**src/rtl/count_seq_ctrl.sv**
```systemverilog
// count_seq_ctrl: sequencing controller for the up/down display counter.
// Handles start/pause/load, programmable inclusive limits [lo,hi], four
// count modes and a one-cycle terminal-count pulse. Runs on div_clk.
//
// state | meaning
// IDLE  | count parked, waiting for a start edge
// RUN   | stepping once per div_clk edge
// HOLD  | paused, count and dir frozen
// DONE  | one-shot finished, count parked at hi
module count_seq_ctrl #(
  parameter int WIDTH = 4
) (
  input  logic             div_clk,
  input  logic             rst,
  input  logic             start,
  input  logic             pause,
  input  logic [1:0]       mode,
  input  logic [WIDTH-1:0] lo,
  input  logic [WIDTH-1:0] hi,
  input  logic             load,
  input  logic [WIDTH-1:0] load_val,
  output logic [WIDTH-1:0] count,
  output logic             dir,
  output logic             running,
  output logic             done,
  output logic             tc,
  output logic             cfg_err
);

  typedef enum logic [1:0] {
    IDLE = 2'd0,
    RUN  = 2'd1,
    HOLD = 2'd2,
    DONE = 2'd3
  } state_t;

  localparam logic [1:0] MODE_UP   = 2'b00;
  localparam logic [1:0] MODE_DOWN = 2'b01;
  localparam logic [1:0] MODE_PING = 2'b10;
  localparam logic [1:0] MODE_ONE  = 2'b11;

  state_t           state, state_nxt;
  logic             start_q;
  logic             start_p;
  logic             eff_dir;
  logic             out_of_range;
  logic [WIDTH-1:0] step_count;
  logic             step_dir;
  logic             step_tc;
  logic             step_done;
  logic [WIDTH-1:0] count_nxt;
  logic             dir_nxt;
  logic             tc_nxt;

  assign start_p      = start & ~start_q;
  assign cfg_err      = (lo > hi);
  assign running      = (state == RUN);
  assign done         = (state == DONE);
  assign out_of_range = (count < lo) || (count > hi);

  // Mode changes only touch dir when a step is actually taken; ping-pong keeps
  // whatever direction it was already travelling.
  always_comb begin
    case (mode)
      MODE_UP, MODE_ONE: eff_dir = 1'b1;
      MODE_DOWN:         eff_dir = 1'b0;
      default:           eff_dir = dir;
    endcase
  end

  // One counting step from the current count under the current mode.
  always_comb begin
    step_count = count;
    step_dir   = eff_dir;
    step_tc    = 1'b0;
    step_done  = 1'b0;
    if (out_of_range) begin
      // Limits moved underneath us: re-enter at the near limit, no tc.
      step_count = eff_dir ? lo : hi;
    end else begin
      case (mode)
        MODE_UP: begin
          if (count == hi) begin
            step_count = lo;
            step_tc    = 1'b1;
          end else begin
            step_count = count + WIDTH'(1);
          end
        end
        MODE_DOWN: begin
          if (count == lo) begin
            step_count = hi;
            step_tc    = 1'b1;
          end else begin
            step_count = count - WIDTH'(1);
          end
        end
        MODE_PING: begin
          if (lo == hi) begin
            step_tc = 1'b1;
          end else if (eff_dir) begin
            if (count == hi) begin
              step_dir   = 1'b0;
              step_count = hi - WIDTH'(1);
              step_tc    = 1'b1;
            end else begin
              step_count = count + WIDTH'(1);
            end
          end else begin
            if (count == lo) begin
              step_dir   = 1'b1;
              step_count = lo + WIDTH'(1);
              step_tc    = 1'b1;
            end else begin
              step_count = count - WIDTH'(1);
            end
          end
        end
        default: begin
          if (count == hi) begin
            step_done = 1'b1;
            step_tc   = 1'b1;
          end else begin
            step_count = count + WIDTH'(1);
          end
        end
      endcase
    end
  end

  // State register.
  always_ff @(posedge div_clk) begin
    if (!rst) state <= IDLE;
    else      state <= state_nxt;
  end

  // Next-state decode: load, then bad limits, then start, then pause.
  always_comb begin
    state_nxt = state;
    if (load || cfg_err) begin
      state_nxt = IDLE;
    end else begin
      case (state)
        IDLE: if (start_p) state_nxt = RUN;
        RUN: begin
          if (pause)          state_nxt = HOLD;
          else if (step_done) state_nxt = DONE;
        end
        HOLD: if (!pause) state_nxt = RUN;
        default: if (start_p) state_nxt = RUN;
      endcase
    end
  end

  // Output decode: next count, direction and terminal-count pulse.
  always_comb begin
    count_nxt = count;
    dir_nxt   = dir;
    tc_nxt    = 1'b0;
    if (load) begin
      count_nxt = load_val;
      dir_nxt   = (mode != MODE_DOWN);
    end else if (!cfg_err) begin
      case (state)
        IDLE: begin
          if (start_p) begin
            if (mode == MODE_DOWN) begin
              count_nxt = hi;
              dir_nxt   = 1'b0;
            end else begin
              count_nxt = lo;
              dir_nxt   = 1'b1;
            end
          end
        end
        RUN: begin
          if (!pause) begin
            count_nxt = step_count;
            dir_nxt   = step_dir;
            tc_nxt    = step_tc;
          end
        end
        HOLD: ;
        default: begin
          if (start_p) begin
            count_nxt = lo;
            dir_nxt   = 1'b1;
          end
        end
      endcase
    end
  end

  // Registered outputs and the start edge detector.
  always_ff @(posedge div_clk) begin
    if (!rst) begin
      count   <= '0;
      dir     <= 1'b1;
      tc      <= 1'b0;
      start_q <= 1'b0;
    end else begin
      count   <= count_nxt;
      dir     <= dir_nxt;
      tc      <= tc_nxt;
      start_q <= start;
    end
  end

endmodule

```
**config.mk**
```make
export PLATFORM = sky130hd
export DESIGN_NAME = count_seq_ctrl
export DESIGN_NICKNAME = d
export VERILOG_FILES = /design/src/rtl/count_seq_ctrl.sv
export SDC_FILE = /design/constraint.sdc
export NUM_CORES = 1
export LEC_CHECK = 0
export CAP_MARGIN = 10
export CORE_MARGIN = 2
export CORE_UTILIZATION = 31
export CTS_BUF_LIST = sky130_fd_sc_hd__clkbuf_16
export CTS_CLUSTER_SIZE = 14
export DETAILED_ROUTE_END_ITERATION = 10
export SYNTH_ARGS = -nofsm -noshare
export SYNTH_HDL_FRONTEND = slang
export SYNTH_SLANG_ARGS = --single-unit
```
**constraint.sdc**
```tcl
create_clock -name div_clk -period 2.4 [get_ports div_clk]
set_input_delay 0.36 -clock div_clk [delete_from_list [all_inputs] [get_ports div_clk]]
set_output_delay 0.36 -clock div_clk [all_outputs]
set_load 0.01 [all_outputs]
```
==> impl_metrics.py <==
metrics = {
    "sta": {
        "tightest_slew_ps": 490,
        "period_needed_ps": 2270,
        "hold_viol": 0,
        "clock_skew_ps": 7.37,
        "drv_slew": 0,
        "slew_headroom": 0.673,
        "fmaxAchievable_mhz": 440,
        "finalSetupViolCount": 0,
        "min_period_over_period": 0.947,
        "rsz0062_at_grt": "false",
    },
    "synthesis": {
        "ys.flop_type": "dfxtp_1",
        "syn_area_per_cell_um2": 7.56,
        "synth_compound_area_frac": 0.355,
        "yosys.area_share.adder": 0.164,
        "muxShareOfSynthArea": 0.0541,
        "synthesis.nets": 241,
        "async_flop_share": 0,
        "synth_xor_area_frac": 0.0401,
        "yosysTopAreaCell": "ha_1",
        "ys_ff_latch": 9,
        "syn-cell-area_mm2": 0.00153,
        "synth_top_area_share": 0.164,
        "synth-edff-count": 0,
        "yosysUniqueCellTypes": 51,
        "synth_warnings": 0,
        "yosys.area_share.simple": 0.197,
        "synth_top_family_by_area": "compound AO/OA/AOI/OAI gates",
        "synthCells": 202,
        "synth_seq_area_share": 0.118,
        "synth_area_leaders": "ha_1, dfxtp_1, a21oi_1, inv_1, o211ai_1",
    },
    "pwr": {
        "power.share.clock": 0.284,
        "internal-power_mw": 0.675,
        "power_leakage_nw": 1.10,
        "switching_share": 0.361,
        "power.density_mw_per_mm2": 425,
        "power_frac_seq": 0.170,
        "max-vdd-ir-drop_uv": 231,
        "power.switching_mw": 0.381,
        "combinationalPowerShare": 0.546,
        "p_total_mw": 1.06,
    },
    "placement": {
        "dp_cells": 346,
        "gp_routability_congestion": 0.960,
        "hpwl_um": 4640,
        "port_buffers": 27,
        "placed_area_mm2": 0.00228,
    },
    "drt": {
        "drc": 0,
        "post_drt_wl_per_cell_um": 16.6,
        "drtPass1Iterations": 4,
        "vias_per_cell": 5.53,
        "drt_iter0_drc": 151,
        "finalWirelength_um": 5890,
        "highest_layer": "met4",
        "wirelength_met1_um": 2530,
        "ant_nets": 0,
        "routed-wl-met3_um": 432,
        "wl_met2_um": 2730,
        "vias": 1957,
    },
    "worst_setup_path": {
        "crit_path_max_incr_delay_ps": 320,
        "worstPathCellList": "inv_1 > ha_4 > nand4_4 > o311ai_2 > a32oi_1 > a221o_1 > a221o_1 > a41o_1",
        "crit_family": "compound AO/OA/AOI/OAI gates",
        "reg2reg_setup_slack_ps": 130,
        "end_kind": "flip-flop",
        "r2r-end": "count[3]",
        "regToRegStartpoint": "count[0]",
        "cp.required_ps": 2530,
        "worst_path_max_delay_cell": "dfxtp_1",
        "start_kind": "flip-flop",
        "reg2reg_depth": 8,
        "worst_ep_arrival_time_ps": 2410,
        "crit_fanout": 5,
        "cp_num_cells": 8,
        "path_class": "flip-flop to flip-flop",
        "crit_buf_inv": 1,
        "critPathMostFrequentCell": "a221o_1",
    },
    "grt": {
        "antenna_found_initial": 0,
        "grt_first_pass_wirelength_um": 9410,
        "track_usage": 0.224,
        "grt_pass1_vias": 1924,
        "grt_max_degree": 16,
        "grt_overflow_total": 0,
    },
    "floorplan": {
        "rows": 25,
        "initial_utilization": 0.323,
        "die_h_um": 74.2,
        "die-area_mm2": 0.00551,
        "core-area_mm2": 0.00472,
        "chipWidth_um": 74.2,
        "io_pins": 28,
    },
    "clock_tree": {
        "cts_buffers": 3,
        "path_clk_slew_ps": 40,
        "htreeDepth": 1,
        "clock_sinks": 9,
        "tritoncts": "yes",
        "clk_latency_ps": 240,
        "cts_buffer_depth": 2,
        "clock-root-buffer": "clkbuf_16",
    },
    "hold_path": {
        "hold_depth": 3,
        "hold_path.startpoint": "dir",
        "min_to": "dir",
        "hold_path_class": "flip-flop to flip-flop",
    },
    "finish": {
        "fin_area_mm2": 0.00248,
        "antenna_cells": 0,
        "area_growth_pct": 62.5,
        "drive_gt1_frac": 0.296,
        "final_cells": 354,
        "nNetsFinal": 327,
        "final_util": 0.526,
    },
    "run_status": {
        "status": "finished, final reports clean",
    },
    "flow_run": {
        "cap_violations": 0,
    },
}
[layout make-up]
cell class                      count  area (um2)
Sequential cell                     9         180
Clock inverter                      1        3.75
Tap cell                           67        83.8
Multi-Input combinational cell    166        1340
Timing Repair Buffer               89         731
Fill cell                         467        2240
Inverter                           19        71.3
Clock buffer                        3        75.1
[power by group through the flow]
stage	Sequential (mW)	Combinational (mW)	Clock (mW)
floorplan	0.186	0.259	0
global placement	0.180	0.527	0
detailed placement	0.180	0.529	0
CTS	0.179	0.561	0.300
global route	0.181	0.625	0.311
finish	0.180	0.576	0.300
[layer usage]
| layer | up-vias | GRT usage |
|---|---|---|
| met5 | - | 0 |
| met4 | 0 | 0.0747 |
| met3 | 17 | 0.0420 |
| met2 | 93 | 0.379 |
| met1 | 895 | 0.284 |
| li1 | 952 | - |
[synth_stat cells, types with 2 or more instances]
library cell	instances
ha_1	20
a21oi_1	18
inv_1	18
nand2_1	14
o21ai_0	12
dfxtp_1	9
o211ai_1	9
nor2_1	7
clkbuf_1	6
mux2i_1	6
a211oi_1	5
and4_1	5
a2bb2oi_1	4
nand2b_1	4
nand4_1	4
xnor2_1	4
a21o_1	3
a31oi_1	3
and2_1	3
nand3_1	3
nor2b_1	3
o21ai_1	3
o311ai_1	3
xor2_1	3
a221o_1	2
a311oi_1	2
mux2_2	2
nor3_1	2
o221ai_1	2
o22ai_1	2
[worst max path at each step]
stage	start	endpoint	slack, ps
global placement	hi[3]	count[3]	-440
finish	count[0]	count[3]	130
CTS	lo[0]	count[3]	50
detailed placement	hi[3]	count[3]	-440
floorplan	count[0]	count[3]	60
global route	mode[0]	count[2]	8
[placed cells by master (no fill, tap or decap), types with 3 or more instances in the layout]
| cell type | count |
|---|---|
| a211oi_1 | 4 |
| a21o_1 | 3 |
| a21oi_1 | 18 |
| a2bb2oi_1 | 4 |
| a31oi_1 | 3 |
| and2_1 | 3 |
| and4_1 | 3 |
| buf_4 | 62 |
| clkbuf_16 | 3 |
| clkdlybuf4s50_1 | 18 |
| dfxtp_1 | 9 |
| dlygate4sd2_1 | 6 |
| ha_1 | 14 |
| ha_4 | 6 |
| inv_1 | 16 |
| inv_2 | 4 |
| mux2i_1 | 6 |
| nand2_1 | 14 |
| nand2b_1 | 4 |
| nand3_1 | 3 |
| nand4_1 | 4 |
| nor2_1 | 7 |
| nor2b_1 | 3 |
| o211ai_1 | 9 |
| o21ai_0 | 12 |
| xnor2_1 | 4 |
| xor2_1 | 3 |
[flip-flops by register name, indices dropped and copies added (netlist names)]
signal	count
state	2
count	4
tc	1
dir	1
start_q	1
[kinds of logic (layout without fill, tap and decap cells)]
group,count (synthesis),in the layout
AO/OA/AOI/OAI,79,79
XOR/XNOR,7,7
AND/OR/NAND/NOR,52,52
flip-flops,9,9
multiplexers,8,8
buffers and inverters,27,112
adder cells (fa/ha/maj),20,20
[stage by stage]
stage / hold WS (ps) / TNS (ps) / worst slack, ps
final: 665 / 0 / 126
after global routing: 715 / 0 / 7.72
after CTS: 673 / 0 / 45.3
after detailed placement: 672 / -2530 / -440
after global placement: 672 / -2390 / -440
after floorplan: 439 / 0 / 56.7
[worst reg2reg max path, stage by stage, from the launching register on]
cell	delay, ps
dfxtp_1	320
inv_1	140
ha_4	320
nand4_4	140
o311ai_2	300
a32oi_1	150
a221o_1	290
a221o_1	310
a41o_1	210
[repair_timing]
action                     CTS  global route
resized for setup           21             6
hold buffers                 0             0
setup buffers                4             0
pin swaps                    6             1
setup endpoints to repair    6             5
(Power assumes the default switching activity.)
==> patch 1 (same flow settings) <==
Remove the case item `MODE_UP` of the case on `mode`.
--- a/src/rtl/count_seq_ctrl.sv
+++ b/src/rtl/count_seq_ctrl.sv
@@ -80,12 +80,4 @@
     end else begin
       case (mode)
-        MODE_UP: begin
-          if (count == hi) begin
-            step_count = lo;
-            step_tc    = 1'b1;
-          end else begin
-            step_count = count + WIDTH'(1);
-          end
-        end
         MODE_DOWN: begin
           if (count == lo) begin
Behaviour: not the same (a bounded check fails within 4 cycles, from zero or initial values and one cycle with rst low).
==> patch 1 against the unedited design <==
Sequential cell count stayed put; clock skew fell by 0.0035 ns; critical path depth rose by 3; area after synthesis is 1.1% lower; total power is 5.4% lower; hold slack worse by 0.050 ns; maximum frequency is 0.84% lower; die area shrank 1.0%; worst setup slack worse by 0.019 ns; design area rose by 1.7%; core utilization rose by 0.87 points; routed wire length is 4.4% lower; critical endpoint is now count[0]; highest routed layer unchanged.
==> patch 1: results (changes against the unedited design) <==
hold slack -> 0.615 ns (was 0.665 ns)
CTS Buf Count -> 3 (unchanged)
largest net degree at the start of global routing -> 15 (was 16)
worst clock skew -> 0.00383 ns (was 0.00737 ns)
# port buffers -> 27 (unchanged)
largest cells by area after synthesis -> ha_1 15%, dfxtp_1 12%, o21ai_0 5.3% (was ha_1 16%, dfxtp_1 12%, a21oi_1 5.9%)
CP max FO -> 5 (unchanged)
DP Cell Count -> 344 (was 346)
cell count after synthesis -> 206 (was 202)
P_int -> 649 µW (was 675 µW)
async set-or-reset flop fraction in the synthesized netlist -> 0% (unchanged)
GRT Total Usage -> 21.5% (was 22.4%)
clock root buffer -> clkbuf_16 (unchanged)
commonest cells in the synthesized netlist -> 19 x inv_1, 18 x ha_1, 16 x o21ai_0 (was 20 x ha_1, 18 x a21oi_1, 18 x inv_1)
hold crit path type -> reg2reg (unchanged)
Synth Net Count -> 243 (was 241)
Cell variety after synth -> 50 (was 51)
Worst-Margin Slew -> 0.439 ns (was 0.490 ns)
post-route setup slack -> 0.107 ns (was 0.126 ns)
maximum VDD drop -> 0.224 mV (was 0.231 mV)
first-pass GRT wire length -> 8.98 mm (was 9.41 mm)
Leakage -> 0.00108 µW (was 0.00110 µW)
worst path arrival time -> 2.40 ns
HPWL after DPL -> 4.44 mm (was 4.64 mm)
diode count -> 0 (unchanged)
vias per std cell -> 5.45 (was 5.53)
r2r setup slk -> 0.12 ns
initial antenna violation count -> 0 (unchanged)
Clk pin slew, worst setup/hold paths -> 0.04 ns (about the same)
status -> complete, no violations (unchanged)
pre-CTS setup slack -> -0.425 ns (was -0.440 ns)
Synth Area in Compound Gates -> 35.8% (was 35.5%)
xor and xnor fraction of the mapped netlist area -> 4.64% (was 4.01%)
register area share after synthesis -> 11.9% (was 11.8%)
nets -> 326 (was 327)
H-tree levels -> 1 (unchanged)
TritonRoute pass-1 iters -> 4 (unchanged)
worst skew pair latency -> 0.24 ns (about the same)
slowest cell on the critical path -> a221o_1 (was dfxtp_1)
CP max stage delay -> 0.42 ns (was 0.32 ns)
via count -> 1936 (was 1957)
Adder-Cell Fraction of Synth Area -> 14.9% (was 16.4%)
YS warnings -> 0 (unchanged)
RD Place Congestion -> 1.02 (was 0.960)
Top FF cell, synth -> dfxtp_1 (unchanged)
biggest regs -> count (4), state (2) (unchanged)
mux cell area share after synthesis -> 3.48% (was 5.41%)
share of cells above drive strength 1 -> 33.7% (was 29.6%)
wire per inst -> 15.9 µm (was 16.6 µm)
Max clock buf depth -> 2 (unchanged)
DRT iter0 DRCs -> 165 (was 151)
==> patch 1: cell count changes in the layout (fill, tap and decap cells not counted), moves of 3 or more <==
cell / delta
ha_1: -3
mux2i_1: -3
a21o_1: -3
nand2_1: -5
inv_2: +3
a21oi_1: -4
nor3_1: +8
buf_4: -4
o21ai_0: +4
nand2b_1: -3
inv_1: -3
nand3_1: +6
==> patch 1: area by class of cell <==
type / count / area (µm²)
fillers: 460 / 2200
multi-input cells: 167 / 1350
repair buffers: 89 / 761
flip-flops and latches: 9 / 183
well taps: 67 / 83.8
clock buffers: 3 / 75.1
inverters: 19 / 71.3
clock inverters: 1 / 3.75
==> patch 1: metal layers <==
layer  GRT usage [%]  wire length, µm  vias up
met3            3.70              360       14
met4            6.87              146        0
met2            34.0             2590       69
met1            29.6             2530      893
met5               0                0        -
li1                -                -      960
==> patch 1: power by group through the flow <==
stage,Clock [µW],Combinational [µW],Sequential [µW]
4_1_cts,297,505,177
5_1_grt,308,578,181
2_1_floorplan,0,233,184
6_report,290,530,179
3_3_place_gp,0,476,176
3_5_place_dp,0,479,176
==> patch 1: critical path: cells and delay by family <==
family	cells	cell delay, ns
buffers and inverters	5	0.77
AO/OA/AOI/OAI	4	0.75
adder cells (fa/ha/maj)	1	0.21
AND/OR/NAND/NOR	1	0.31
==> patch 1: cells by family (layout without fill, tap and decap cells) <==
family,Yosys count,after routing
compound gates,77,77
simple gates,59,59
buf+inv,30,112
fa+ha+maj,18,18
flops,9,9
xor+xnor,8,8
mux,5,5
==> patch 1: stage by stage <==
stage / area [µm²] / setup TNS, ns
after detailed placement: 2240 / -3.08
after floorplan: 1510 / 0
after CTS: 2450 / 0
final: 2520 / 0
after global routing: 2520 / -0.00301
after global placement: 2240 / -2.90
==> patch 1: worst paths after layout <==
check,from,endpoint,cells past startpoint
setup reg to reg,count[3],count[0],9
setup / recovery,hi[2],count[0],11
hold / removal,start_q,state[1],2
hold reg to reg,start_q,state[1],2
==> patch 1: repair_timing <==
item | in CTS | in global routing
pin swaps | 9 | 9
setup buffers | 4 | 3
setup endpoints to repair | 8 | 6
hold endpoints to repair | 0 | 0
gates resized for setup | 24 | 16
==> patch 2 (same flow settings) <==
Made on the original files. `WIDTH`: 4 -> 3.
--- a/src/rtl/count_seq_ctrl.sv
+++ b/src/rtl/count_seq_ctrl.sv
@@ -9,5 +9,5 @@
 // DONE  | one-shot finished, count parked at hi
 module count_seq_ctrl #(
-  parameter int WIDTH = 4
+  parameter int WIDTH = 3
 ) (
   input  logic             div_clk,
Ports: changed (resized count, hi, lo and load_val); port bits go from 28 to 24. The function was not compared with the original's and may differ.
==> patch 2 against the unedited design <==
Sequential cell count shrank 1; area after synthesis shrank 15%; clock skew shrank 0.0051 ns; worst setup slack lost 0.031 ns; total power shrank 16%; sequential share of layout area grew 0.55 points; routed wire length shrank 23%; non-clock buffer count shrank 19; design area shrank 17%; maximum frequency shrank 1.4%; critical path type is now in2out; largest power group unchanged.
==> patch 2: results (changes against the unedited design) <==
status -> complete, no violations (unchanged)
CP endpoint -> cfg_err (was count[3])
reg2reg end -> count[1] (was count[3])
maximum VDD drop -> 0.245 mV (was 0.231 mV)
Synth Net Count -> 202 (was 241)
r2r setup slk -> 0.30 ns (was 0.13 ns)
first-pass GRT wire length -> 6.96 mm (was 9.41 mm)
RD Place Congestion -> 0.979 (was 0.960)
wire per inst -> 16.0 µm (was 16.6 µm)
non-filler instance count after layout -> 282 (was 354)
vias in the first global route -> 1434 (was 1924)
Synth Area in Compound Gates -> 31.0% (was 35.5%)
commonest cells in the synthesized netlist -> 18 x ha_1, 15 x a21oi_1, 14 x inv_1 (was 20 x ha_1, 18 x a21oi_1, 18 x inv_1)
Worst Hold Path Cells -> 2 (was 3)
register area share after synthesis -> 12.3% (was 11.8%)
pre-CTS setup slack -> -0.227 ns (was -0.440 ns)
largest net degree at the start of global routing -> 15 (was 16)
Avg Cell Area, Syn -> 7.75 µm² (was 7.56 µm²)
# port buffers -> 23 (was 27)
hold slack -> 0.538 ns (was 0.665 ns)
xor and xnor fraction of the mapped netlist area -> 2.69% (was 4.01%)
nets -> 268 (was 327)
GRT Total Usage -> 20.1% (was 22.4%)
DP Area -> 1870 µm² (was 2280 µm²)
Area Overhead vs Synth -> 57.6% (was 62.5%)
Leakage -> 0.000909 µW (was 0.00110 µW)
largest cells by area after synthesis -> ha_1 17%, dfxtp_1 12%, a21oi_1 5.8% (was ha_1 16%, dfxtp_1 12%, a21oi_1 5.9%)
share of cells above drive strength 1 -> 31.5% (was 29.6%)
CP max stage delay -> 0.47 ns (was 0.32 ns)
Worst slew margin -> 65.1% (was 67.3%)
==> patch 2: layout make-up <==
| cell class | count | share of cell area (%) |
|---|---|---|
| Inverter | 14 | 2.56 |
| Timing Repair Buffer | 70 | 28.6 |
| Clock buffer | 3 | 3.66 |
| Multi-Input combinational cell | 137 | 54.3 |
| Tap cell | 50 | 3.05 |
| Sequential cell | 8 | 7.81 |
==> patch 2: where the power goes <==
group,internal (µW),switching [µW]
registers,143,12.6
clock network,215,68.2
logic,232,215
total,590,295
==> patch 2: metal layers <==
| layer | global-route usage, % | part of all wire (%) |
|---|---|---|
| met1 | 26.7 | 45 |
| met3 | 5.68 | 6.4 |
| met2 | 31.6 | 47 |
| met5 | 0 | 0 |
| met4 | 5.64 | 1.6 |
==> patch 2: worst max-delay path, delay by kind of cell <==
| family | cells | cell delay [ns] |
|---|---|---|
| AO/OA/AOI/OAI | 2 | 0.31 |
| adder cells (fa/ha/maj) | 1 | 0.30 |
| buffers and inverters | 5 | 0.97 |
